<file path="config.mk">
export PLATFORM = sky130hd
export DESIGN_NAME = xor_gate_sched
export DESIGN_NICKNAME = d
export VERILOG_FILES = /design/src/rtl/sfq_sched_pkg.sv /design/src/rtl/rr_arbiter.sv /design/src/rtl/xor_gate_sched.sv
export SDC_FILE = /design/constraint.sdc
export NUM_CORES = 1
export LEC_CHECK = 0
export BUFFER_PORTS_ARGS = -buffer_cell sky130_fd_sc_hd__buf_4
export CAP_MARGIN = 10
export CORE_MARGIN = 4
export CORE_UTILIZATION = 59
export CTS_BUF_LIST = sky130_fd_sc_hd__clkbuf_4 sky130_fd_sc_hd__clkbuf_8 sky130_fd_sc_hd__clkbuf_16
export DETAILED_ROUTE_END_ITERATION = 8
export PLACE_DENSITY_LB_ADDON = 0.15
export SKIP_LAST_GASP = 1
export SLEW_MARGIN = 0
export SYNTH_ARGS = -nofsm -noshare
export SYNTH_HDL_FRONTEND = slang
export SYNTH_HIERARCHICAL = 1
export SYNTH_SLANG_ARGS = --single-unit
</file>
<file path="constraint.sdc">
create_clock -name clk -period 9.3 [get_ports clk]
set_clock_uncertainty 0.2 [all_clocks]
set_input_delay 0.465 -clock clk [delete_from_list [all_inputs] [get_ports clk]]
set_output_delay 0.465 -clock clk [all_outputs]
set_load 0.01 [all_outputs]
</file>
<file path="src/rtl/sfq_sched_pkg.sv">
// Shared types and defaults for the SFQ XOR gate scheduler.
// Holds the FSM state enum, id/counter width helpers and timing defaults.
package sfq_sched_pkg;

  typedef enum logic [2:0] {
    IDLE  = 3'd0,
    DRIVE = 3'd1,
    SETUP = 3'd2,
    CLOCK = 3'd3,
    WAIT  = 3'd4,
    HOLD  = 3'd5,
    RESP  = 3'd6
  } state_e;

  localparam int DEF_N_REQ     = 4;
  localparam int DEF_PULSE_W   = 1;
  localparam int DEF_SETUP_CYC = 2;
  localparam int DEF_RESP_WIN  = 4;
  localparam int DEF_HOLD_CYC  = 1;

  function automatic int id_w(input int n);
    return (n > 1) ? $clog2(n) : 1;
  endfunction

  // The shared counter only holds (duration - 1).
  function automatic int cnt_w(
    input int pw,
    input int su,
    input int rw,
    input int hc
  );
    int m;
    m = pw;
    if (su > m) m = su;
    if (rw > m) m = rw;
    if (hc > m) m = hc;
    return (m > 1) ? $clog2(m) : 1;
  endfunction

endpackage

</file>
<file path="src/rtl/rr_arbiter.sv">
// Round-robin arbiter with an internal pointer.
// Ports: req in, advance in, one-hot grant out, encoded id out.
module rr_arbiter
  import sfq_sched_pkg::*;
#(
  parameter  int N  = DEF_N_REQ,
  localparam int IW = id_w(N)
) (
  input  logic          clk,
  input  logic          rst_n,
  input  logic [N-1:0]  req,
  input  logic          advance,
  output logic [N-1:0]  grant,
  output logic [IW-1:0] id
);

  logic [IW-1:0] ptr_q;
  logic [IW-1:0] ptr_d;
  logic [IW-1:0] sel;
  logic          found;
  int            idx;

  // First requester at or after the pointer, wrapping.
  always_comb begin
    grant = '0;
    id    = '0;
    found = 1'b0;
    idx   = 0;
    sel   = '0;
    for (int i = 0; i < N; i++) begin
      idx = int'(ptr_q) + i;
      if (idx >= N) idx = idx - N;
      sel = IW'(idx);
      if (!found && req[sel]) begin
        found      = 1'b1;
        grant[sel] = 1'b1;
        id         = sel;
      end
    end
  end

  always_comb begin
    ptr_d = ptr_q;
    if (advance && found) begin
      ptr_d = (id == IW'(N - 1)) ? '0 : id + 1'b1;
    end
  end

  always_ff @(posedge clk or negedge rst_n) begin
    if (!rst_n) ptr_q <= '0;
    else        ptr_q <= ptr_d;
  end

endmodule

</file>
<file path="src/rtl/xor_gate_sched.sv">
// Shares one clocked SFQ XOR gate among N_REQ requesters.
// Ports: req_valid/a/b in, req_ready out, resp_* out, g_* gate pins.
module xor_gate_sched
  import sfq_sched_pkg::*;
#(
  parameter  int N_REQ     = DEF_N_REQ,
  parameter  int PULSE_W   = DEF_PULSE_W,
  parameter  int SETUP_CYC = DEF_SETUP_CYC,
  parameter  int RESP_WIN  = DEF_RESP_WIN,
  parameter  int HOLD_CYC  = DEF_HOLD_CYC,
  localparam int IW        = id_w(N_REQ)
) (
  input  logic             clk,
  input  logic             rst_n,
  input  logic [N_REQ-1:0] req_valid,
  input  logic [N_REQ-1:0] req_a,
  input  logic [N_REQ-1:0] req_b,
  output logic [N_REQ-1:0] req_ready,
  output logic             resp_valid,
  output logic [IW-1:0]    resp_id,
  output logic             resp_data,
  output logic             mismatch,
  output logic             err_spurious,
  output logic             busy,
  output logic             g_dina,
  output logic             g_dinb,
  output logic             g_clk,
  input  logic             g_dout
);

  localparam int CW = cnt_w(PULSE_W, SETUP_CYC,
                            RESP_WIN, HOLD_CYC);

  localparam logic [CW-1:0] LD_PW = CW'(PULSE_W - 1);
  localparam logic [CW-1:0] LD_SU = CW'(SETUP_CYC - 1);
  localparam logic [CW-1:0] LD_RW = CW'(RESP_WIN - 1);
  localparam logic [CW-1:0] LD_HC =
    CW'((HOLD_CYC > 0) ? HOLD_CYC - 1 : 0);

  state_e        state_q, state_d;
  logic [CW-1:0] cnt_q, cnt_d;
  logic          a_q, a_d;
  logic          b_q, b_d;
  logic [IW-1:0] id_q, id_d;
  logic          flag_q, flag_d;

  logic          g_dina_q, g_dina_d;
  logic          g_dinb_q, g_dinb_d;
  logic          g_clk_q, g_clk_d;
  logic          busy_q, busy_d;
  logic          rv_q, rv_d;
  logic [IW-1:0] rid_q, rid_d;
  logic          rdata_q, rdata_d;
  logic          mism_q, mism_d;
  logic          err_q, err_d;

  logic             idle;
  logic             last;
  logic [N_REQ-1:0] arb_req;
  logic [N_REQ-1:0] grant;
  logic [IW-1:0]    gnt_id;

  assign idle    = (state_q == IDLE);
  assign last    = (cnt_q == '0);
  assign arb_req = req_valid & {N_REQ{idle}};

  rr_arbiter #(
    .N (N_REQ)
  ) u_arb (
    .clk     (clk),
    .rst_n   (rst_n),
    .req     (arb_req),
    .advance (idle),
    .grant   (grant),
    .id      (gnt_id)
  );

  // Grant is combinational; forced low while reset is held.
  assign req_ready = grant & {N_REQ{rst_n}};

  always_comb begin
    state_d = state_q;
    cnt_d   = last ? cnt_q : cnt_q - 1'b1;
    a_d     = a_q;
    b_d     = b_q;
    id_d    = id_q;
    flag_d  = flag_q;
    unique case (state_q)
      IDLE: begin
        if (|grant) begin
          state_d = DRIVE;
          cnt_d   = LD_PW;
          a_d     = |(req_a & grant);
          b_d     = |(req_b & grant);
          id_d    = gnt_id;
          flag_d  = 1'b0;
        end
      end
      DRIVE: begin
        if (last) begin
          state_d = SETUP;
          cnt_d   = LD_SU;
        end
      end
      SETUP: begin
        if (last) begin
          state_d = CLOCK;
          cnt_d   = LD_PW;
        end
      end
      CLOCK: begin
        if (last) begin
          state_d = WAIT;
          cnt_d   = LD_RW;
        end
      end
      WAIT: begin
        if (g_dout) flag_d = 1'b1;
        if (last) begin
          if (HOLD_CYC == 0) begin
            state_d = RESP;
          end else begin
            state_d = HOLD;
            cnt_d   = LD_HC;
          end
        end
      end
      HOLD: begin
        if (last) state_d = RESP;
      end
      RESP: begin
        state_d = IDLE;
      end
      default: begin
        state_d = IDLE;
      end
    endcase
  end

  // Outputs are registered from the next state.
  always_comb begin
    g_dina_d = (state_d == DRIVE) & a_d;
    g_dinb_d = (state_d == DRIVE) & b_d;
    g_clk_d  = (state_d == CLOCK);
    busy_d   = (state_d != IDLE);
    rv_d     = (state_d == RESP);
    rid_d    = rv_d ? id_d : '0;
    rdata_d  = rv_d & flag_d;
    mism_d   = rv_d & (flag_d ^ a_d ^ b_d);
    err_d    = g_dout & (state_q != WAIT);
  end

  always_ff @(posedge clk or negedge rst_n) begin
    if (!rst_n) begin
      state_q  <= IDLE;
      cnt_q    <= '0;
      a_q      <= 1'b0;
      b_q      <= 1'b0;
      id_q     <= '0;
      flag_q   <= 1'b0;
      g_dina_q <= 1'b0;
      g_dinb_q <= 1'b0;
      g_clk_q  <= 1'b0;
      busy_q   <= 1'b0;
      rv_q     <= 1'b0;
      rid_q    <= '0;
      rdata_q  <= 1'b0;
      mism_q   <= 1'b0;
      err_q    <= 1'b0;
    end else begin
      state_q  <= state_d;
      cnt_q    <= cnt_d;
      a_q      <= a_d;
      b_q      <= b_d;
      id_q     <= id_d;
      flag_q   <= flag_d;
      g_dina_q <= g_dina_d;
      g_dinb_q <= g_dinb_d;
      g_clk_q  <= g_clk_d;
      busy_q   <= busy_d;
      rv_q     <= rv_d;
      rid_q    <= rid_d;
      rdata_q  <= rdata_d;
      mism_q   <= mism_d;
      err_q    <= err_d;
    end
  end

  assign g_dina       = g_dina_q;
  assign g_dinb       = g_dinb_q;
  assign g_clk        = g_clk_q;
  assign busy         = busy_q;
  assign resp_valid   = rv_q;
  assign resp_id      = rid_q;
  assign resp_data    = rdata_q;
  assign mismatch     = mism_q;
  assign err_spurious = err_q;

endmodule

</file>
==> metrics, run 1 <==
status=finished, final reports clean; routed len/inst=15.8 um; synth top area cells=dfrtp_1 (37%), ha_1 (6.7%), mux4_2 (6.0%), nor2_1 (4.5%), and2_1 (4.2%); largest net degree at the start of global routing=27; setup violators final=0; Synth area leader=dfrtp_1; clock-pin slew on the worst setup and hold paths=0.11 ns; DIE WIDTH=58.3 um; Post-Syn Nets=172; vias in the first global route=1176; Initial Util=0.649; initial antenna violation count=0; Int Power=0.343 mW; share of the synthesized area in the top cell type=0.369; Async SR Flop Fraction=1.00; Post-Syn Area=1490 sq um; Detailed Place HPWL=2.49 mm; Final Hold Vio Count=0; Tmin final=4.18 ns; initial drt markers=21; Req. time, crit path=9.34 ns; worst-case clock buffer depth=2; synth unique cells=36; clk sinks=22; root buffer cell=clkbuf_4; VDD IR-drop max=0.273 mV; DRC Markers=0; Ys Warns=6; Syn Area/Cell=10.0 sq um; worst slew pin tran=0.585 ns; first drt pass iteration count=6; die height=58.3 um; Vias=1233; # diodes=0; Critical Path AT=4.22 ns; Worst Path Max Fanout=14; Top FF cell, synth=dfrtp_1; MaxCap Viol Count=0; Clock Power Share=0.065; Total GRT Usage=0.208; ANT nets after route=0; Hold Slack=0.233 ns; Post-synth EDFFs=0; period utilisation layout=0.449; CTS tree=yes; top cells by count, synth=dfrtp_1 (22), nor2_1 (18), and2_1 (10); vias per cell=6.04; TritonCTS buffer count=3; critical path class=reg2reg; nets=201; IO buf count=28; Sw Share=0.466; R2R depth=11; startpoint class of the critical path=register; htree depth=1; post-synthesis instance total=149; Min-Delay Path Class=in2reg; core area=2300 sq um; Max-slew headroom=0.610; GRT overflow=0; PD cells=369 nW/um^2; Psw=0.299 mW; Leak Pwr=0.867 nW; Hold Path Cell Cnt=2; RSZ-0062 raised after global routing=false; first-pass GRT wire length=5.47 mm; highest clock rate=0.239 GHz; row count=17; Flop pwr share=0.267; share of layout cells above drive strength 1=0.261; Ports=29; Seq cells post-synth=22; crit end category=register; count leader, synth=dfrtp_1; Syn-to-layout area delta=16.5%; total die area=3400 sq um; Seq/Total Area, Yosys=0.369; Slew Viols, Final=0; setup TNS=0 ns; FF-to-FF setup slack=5.12 ns; Clock Latency Late Sink=0.30 ns; overall power=0.642 mW; Comb power frac=0.668; gpl congestion=0.819; final WL=3.23 mm
-- routing by layer --
| layer | GRT usage | vias to the layer above | routed length [um] |
|---|---|---|---|
| met5 | 0 | - | 0 |
| met4 | 0.0364 | 0 | 39 |
| met3 | 0.0624 | 6 | 234 |
| met2 | 0.330 | 46 | 1520 |
| met1 | 0.286 | 586 | 1430 |
| li1 | - | 595 | - |
-- power by group through the flow --
stage | logic [mW] | clock network (mW) | registers [mW]
3_5_place_dp | 0.425 | 0 | 0.173
5_1_grt | 0.476 | 0.0477 | 0.179
3_3_place_gp | 0.408 | 0 | 0.169
4_1_cts | 0.428 | 0.0430 | 0.171
6_report | 0.429 | 0.0419 | 0.171
2_1_floorplan | 0.349 | 0 | 0.152
-- layout make-up --
type,instances,area [sq um]
sequential,22,551
clock buffer,3,22.5
multi-input combinational,114,880
fill,166,559
tap,28,35.0
inverter,8,30.0
timing repair buffer,29,220
-- state kept, by name, indices dropped and copies added, names as in the netlist, 2 cells and up, named ones only --
signal / count
cnt_q: 2
resp_id: 2
id_q: 2
state_q: 3
-- metrics by stage --
| step | util | instances | instance area, sq um | worst slack, ns |
|---|---|---|---|---|
| 2_1_floorplan | - | 149 | 1490 | 5.73 |
| 3_3_place_gp | 0.742 | 200 | 1710 | 5.33 |
| 3_5_place_dp | 0.742 | 200 | 1710 | 5.17 |
| 4_1_cts | 0.757 | 204 | 1740 | 5.15 |
| 5_1_grt | 0.757 | 204 | 1740 | 4.86 |
| 6_report | 0.757 | 204 | 1740 | 5.12 |
-- layout by cell type, fill, tap and decap left out, types with 5 or more instances in the layout --
| master | n |
|---|---|
| a21oi_1 | 5 |
| a22oi_1 | 8 |
| and2_1 | 10 |
| buf_4 | 28 |
| dfrtp_1 | 22 |
| ha_1 | 8 |
| inv_1 | 8 |
| mux2_2 | 5 |
| mux2i_1 | 6 |
| nand2_1 | 9 |
| nor2_1 | 18 |
| o21ai_0 | 6 |
-- kinds of logic after synthesis --
group / synth area share
AND/OR/NAND/NOR: 0.197
AO/OA/AOI/OAI: 0.169
flip-flops: 0.369
multiplexers: 0.138
buffers and inverters: 0.0411
adder cells (fa/ha/maj): 0.0671
XOR/XNOR: 0.0176
-- path summary, 6_finish.rpt --
path	from	to
worst min register to register	id_q[0]	id_q[0]
worst max-delay path	register	mismatch
worst max register to register	register	mismatch
worst min-delay path	g_dout	err_spurious
max in group asynchronous	rst_n	state_q[2]
min in group asynchronous	rst_n	resp_valid
-- worst max-delay path, cell delays in order, from the launching register on --
cell	delay, ns
dfrtp_1	0.73
inv_1	0.22
ha_1	0.43
mux4_2	0.41
a22oi_1	0.22
nor2_1	0.06
a221o_1	0.34
or4_4	0.60
nand2_4	0.12
mux2i_1	0.34
xor2_1	0.23
mux2i_1	0.20
-- repair_timing --
| item | 4_1_cts | 5_1_grt |
|---|---|---|
| setup buffers | 0 | 0 |
| hold buffers | 1 | 0 |
| hold endpoints to repair | 22 | 0 |
| gates resized for setup | 0 | 0 |
(Power assumes the default switching activity.)
==> run 2: changes to the inputs <==
Settings changed: CORE_UTILIZATION 59 to 49.
Clock period 9.3 ns to 3.4 ns, I/O delays scaled along.
==> run 2 against run 1 <==
  * The flow now finishes with violations (negative setup slack)
  * Clock power grew to 3.4 times the previous value
  * Fmax up 22%
  * Die area up 18%
  * Combinational power rose to 4.1 times the previous value
  * Total power grew to 3.6 times the previous value
  * Global-route usage fell by 1.1 points
  * Non-clock buffer count is 34 higher
  * Register-to-register slack worse by 5.2 ns
  * Sequential share of layout area down 5.2 points
  * Critical path type unchanged
  * Largest power group unchanged
==> metrics, run 2 (synthesis gave the netlist of run 1 again) <==
final WL=3.68 mm (+14%); Initial Util=0.527 (-0.122); row count=19 (+2); ANT nets after route=0 (unchanged); status=finished, violations left; number of flip-flops in the largest register=3 (unchanged); largest net degree at the start of global routing=27 (unchanged); startpoint class of the critical path=register; setup TNS=-0.0526 ns (-0.0526 ns); # diodes=0 (unchanged); DIE WIDTH=63.2 um (+8.4%); CP max stage cell=mux4_2; Final Hold Vio Count=0 (unchanged); IO buf count=28 (unchanged); worst slew pin tran=0.370 ns (-0.215 ns); gpl congestion=0.854 (+4.3%); initial drt markers=29 (+38%); initial antenna violation count=0 (unchanged); crit-path max cell delay=0.58 ns (-0.15 ns); CTS tree=yes; Syn-to-layout area delta=40.4%; # fillers=217 (+31%); PnR worst setup slack=-0.0306 ns (-5.15 ns); htree depth=1 (unchanged); highest clock rate=0.291 GHz (+22%); CP top delay family=multiplexers; Critical Path AT=3.47 ns (-0.75 ns); post-layout util=0.740 (-0.0166); Largest Register=state_q; Total GRT Usage=0.197 (-0.0113); worst-case clock buffer depth=2 (unchanged); VDD IR-drop max=0.612 mV (+120%); Detailed Place HPWL=2.74 mm (+9.9%); DRC Markers=0 (unchanged); Tmin final=3.43 ns (-0.746 ns); critical path class=reg2reg; cell total after placement=225 (+13%); share of layout cells above drive strength 1=0.445 (+0.184); FF-to-FF setup slack=-0.03 ns (-5.15 ns); Ports=29 (unchanged); PD cells=1110 nW/um^2 (+200%); commonest non-fill, non-tap cells in the layout=buf_4 (61), dfrtp_1 (19), nor2_1 (17), nand2_1 (9), a22oi_1 (8); die height=63.2 um (+8.4%); root buffer cell=clkbuf_4; leading cell type in the layout, fill and taps excluded=buf_4; core area=2830 sq um (+23%); critical path cell sequence=nor3_4 -> and2_4 -> mux4_2 -> a22oi_1 -> nor2_1 -> a221o_1 -> or4_4 -> nand2_8 -> mux2i_4 -> xor2_2 -> mux2i_1; routed len/inst=15.2 um (-3.8%); clk sinks=22 (unchanged); Vias=1330 (+7.9%); RSZ-0062 raised after global routing=true; GRT overflow=0 (unchanged); period utilisation layout=1.01 (+0.560); first-pass GRT wire length=6.41 mm (+17%); vias per cell=5.50 (-9.1%); Finished Layout Cells=242 (+19%); vias in the first global route=1380 (+17%); failing checks=negative setup slack; Hold Slack=0.0841 ns (-0.149 ns); Max-slew headroom=0.751 (+0.141); Min-Delay Path Class=in2async; TritonCTS buffer count=3 (unchanged); Worst Path Max Fanout=7 (-7); MaxCap Viol Count=0 (unchanged); WP buf/inv=0 (-1); first drt pass iteration count=4 (-2); Leak Pwr=1.04 nW (+20%); nets=235 (+17%); clock-pin slew on the worst setup and hold paths=0.12 ns (about the same); crit end category=register; setup violators final=2 (+2); Clock Latency Late Sink=0.30 ns (about the same); total die area=3990 sq um (+18%); Req. time, crit path=3.44 ns (-5.90 ns); Slew Viols, Final=0 (unchanged)
[run 2: area by class of cell]
| cell class | count | area, sq um | share of cell area |
|---|---|---|---|
| Clock buffer | 4 | 36.3 | 0.0173 |
| Timing Repair Buffer | 63 | 478 | 0.228 |
| Sequential cell | 22 | 554 | 0.265 |
| Tap cell | 31 | 38.8 | 0.0185 |
| Inverter | 8 | 32.5 | 0.0155 |
| Multi-Input combinational cell | 114 | 953 | 0.455 |
[run 2: final timing paths]
| check | end | depth (start not counted) | start |
|---|---|---|---|
| max in group asynchronous | asynchronous set/reset pin | 2 | rst_n |
| max reg2reg | mismatch | 11 | state_q[2] |
| min reg2reg | id_q[0] | 1 | id_q[0] |
| min | a_q | 2 | rst_n |
| min in group clk | g_dinb | 5 | req_b[3] |
| max | mismatch | 11 | state_q[2] |
[run 2: report_power, final]
part           switching (mW)  internal (mW)  leakage, nW
clock network          0.0772         0.0653       0.0210
registers              0.0662          0.351        0.281
logic                   0.839          0.921        0.734
total                   0.983           1.34         1.04
[run 2: routing by layer]
metal,global-route usage,vias up,part of all wire
met4,0.0296,0,0.0068
met5,0,-,0
met3,0.0497,4,0.049
met1,0.234,637,0.43
li1,-,656,-
met2,0.364,33,0.51
[run 2: repair_timing]
action / in CTS / in global routing
gates resized for setup: 6 / 3
hold buffers: 2 / 0
pin swaps: 4 / 5
buffers inserted: 8 / 3
endpoints found under the hold margin: 24 / 0
setup endpoints to repair: 2 / 9
[run 2: stage by stage]
step / worst slack [ns] / total power, mW / area, sq um
detailed placement: -0.0747 / 1.98 / 1910
finish: -0.0306 / 2.32 / 2090
CTS: -0.0476 / 2.25 / 2060
global route: -0.210 / 2.51 / 2090
floorplan: -0.0224 / 1.43 / 1530
global placement: 0.0292 / 1.91 / 1910
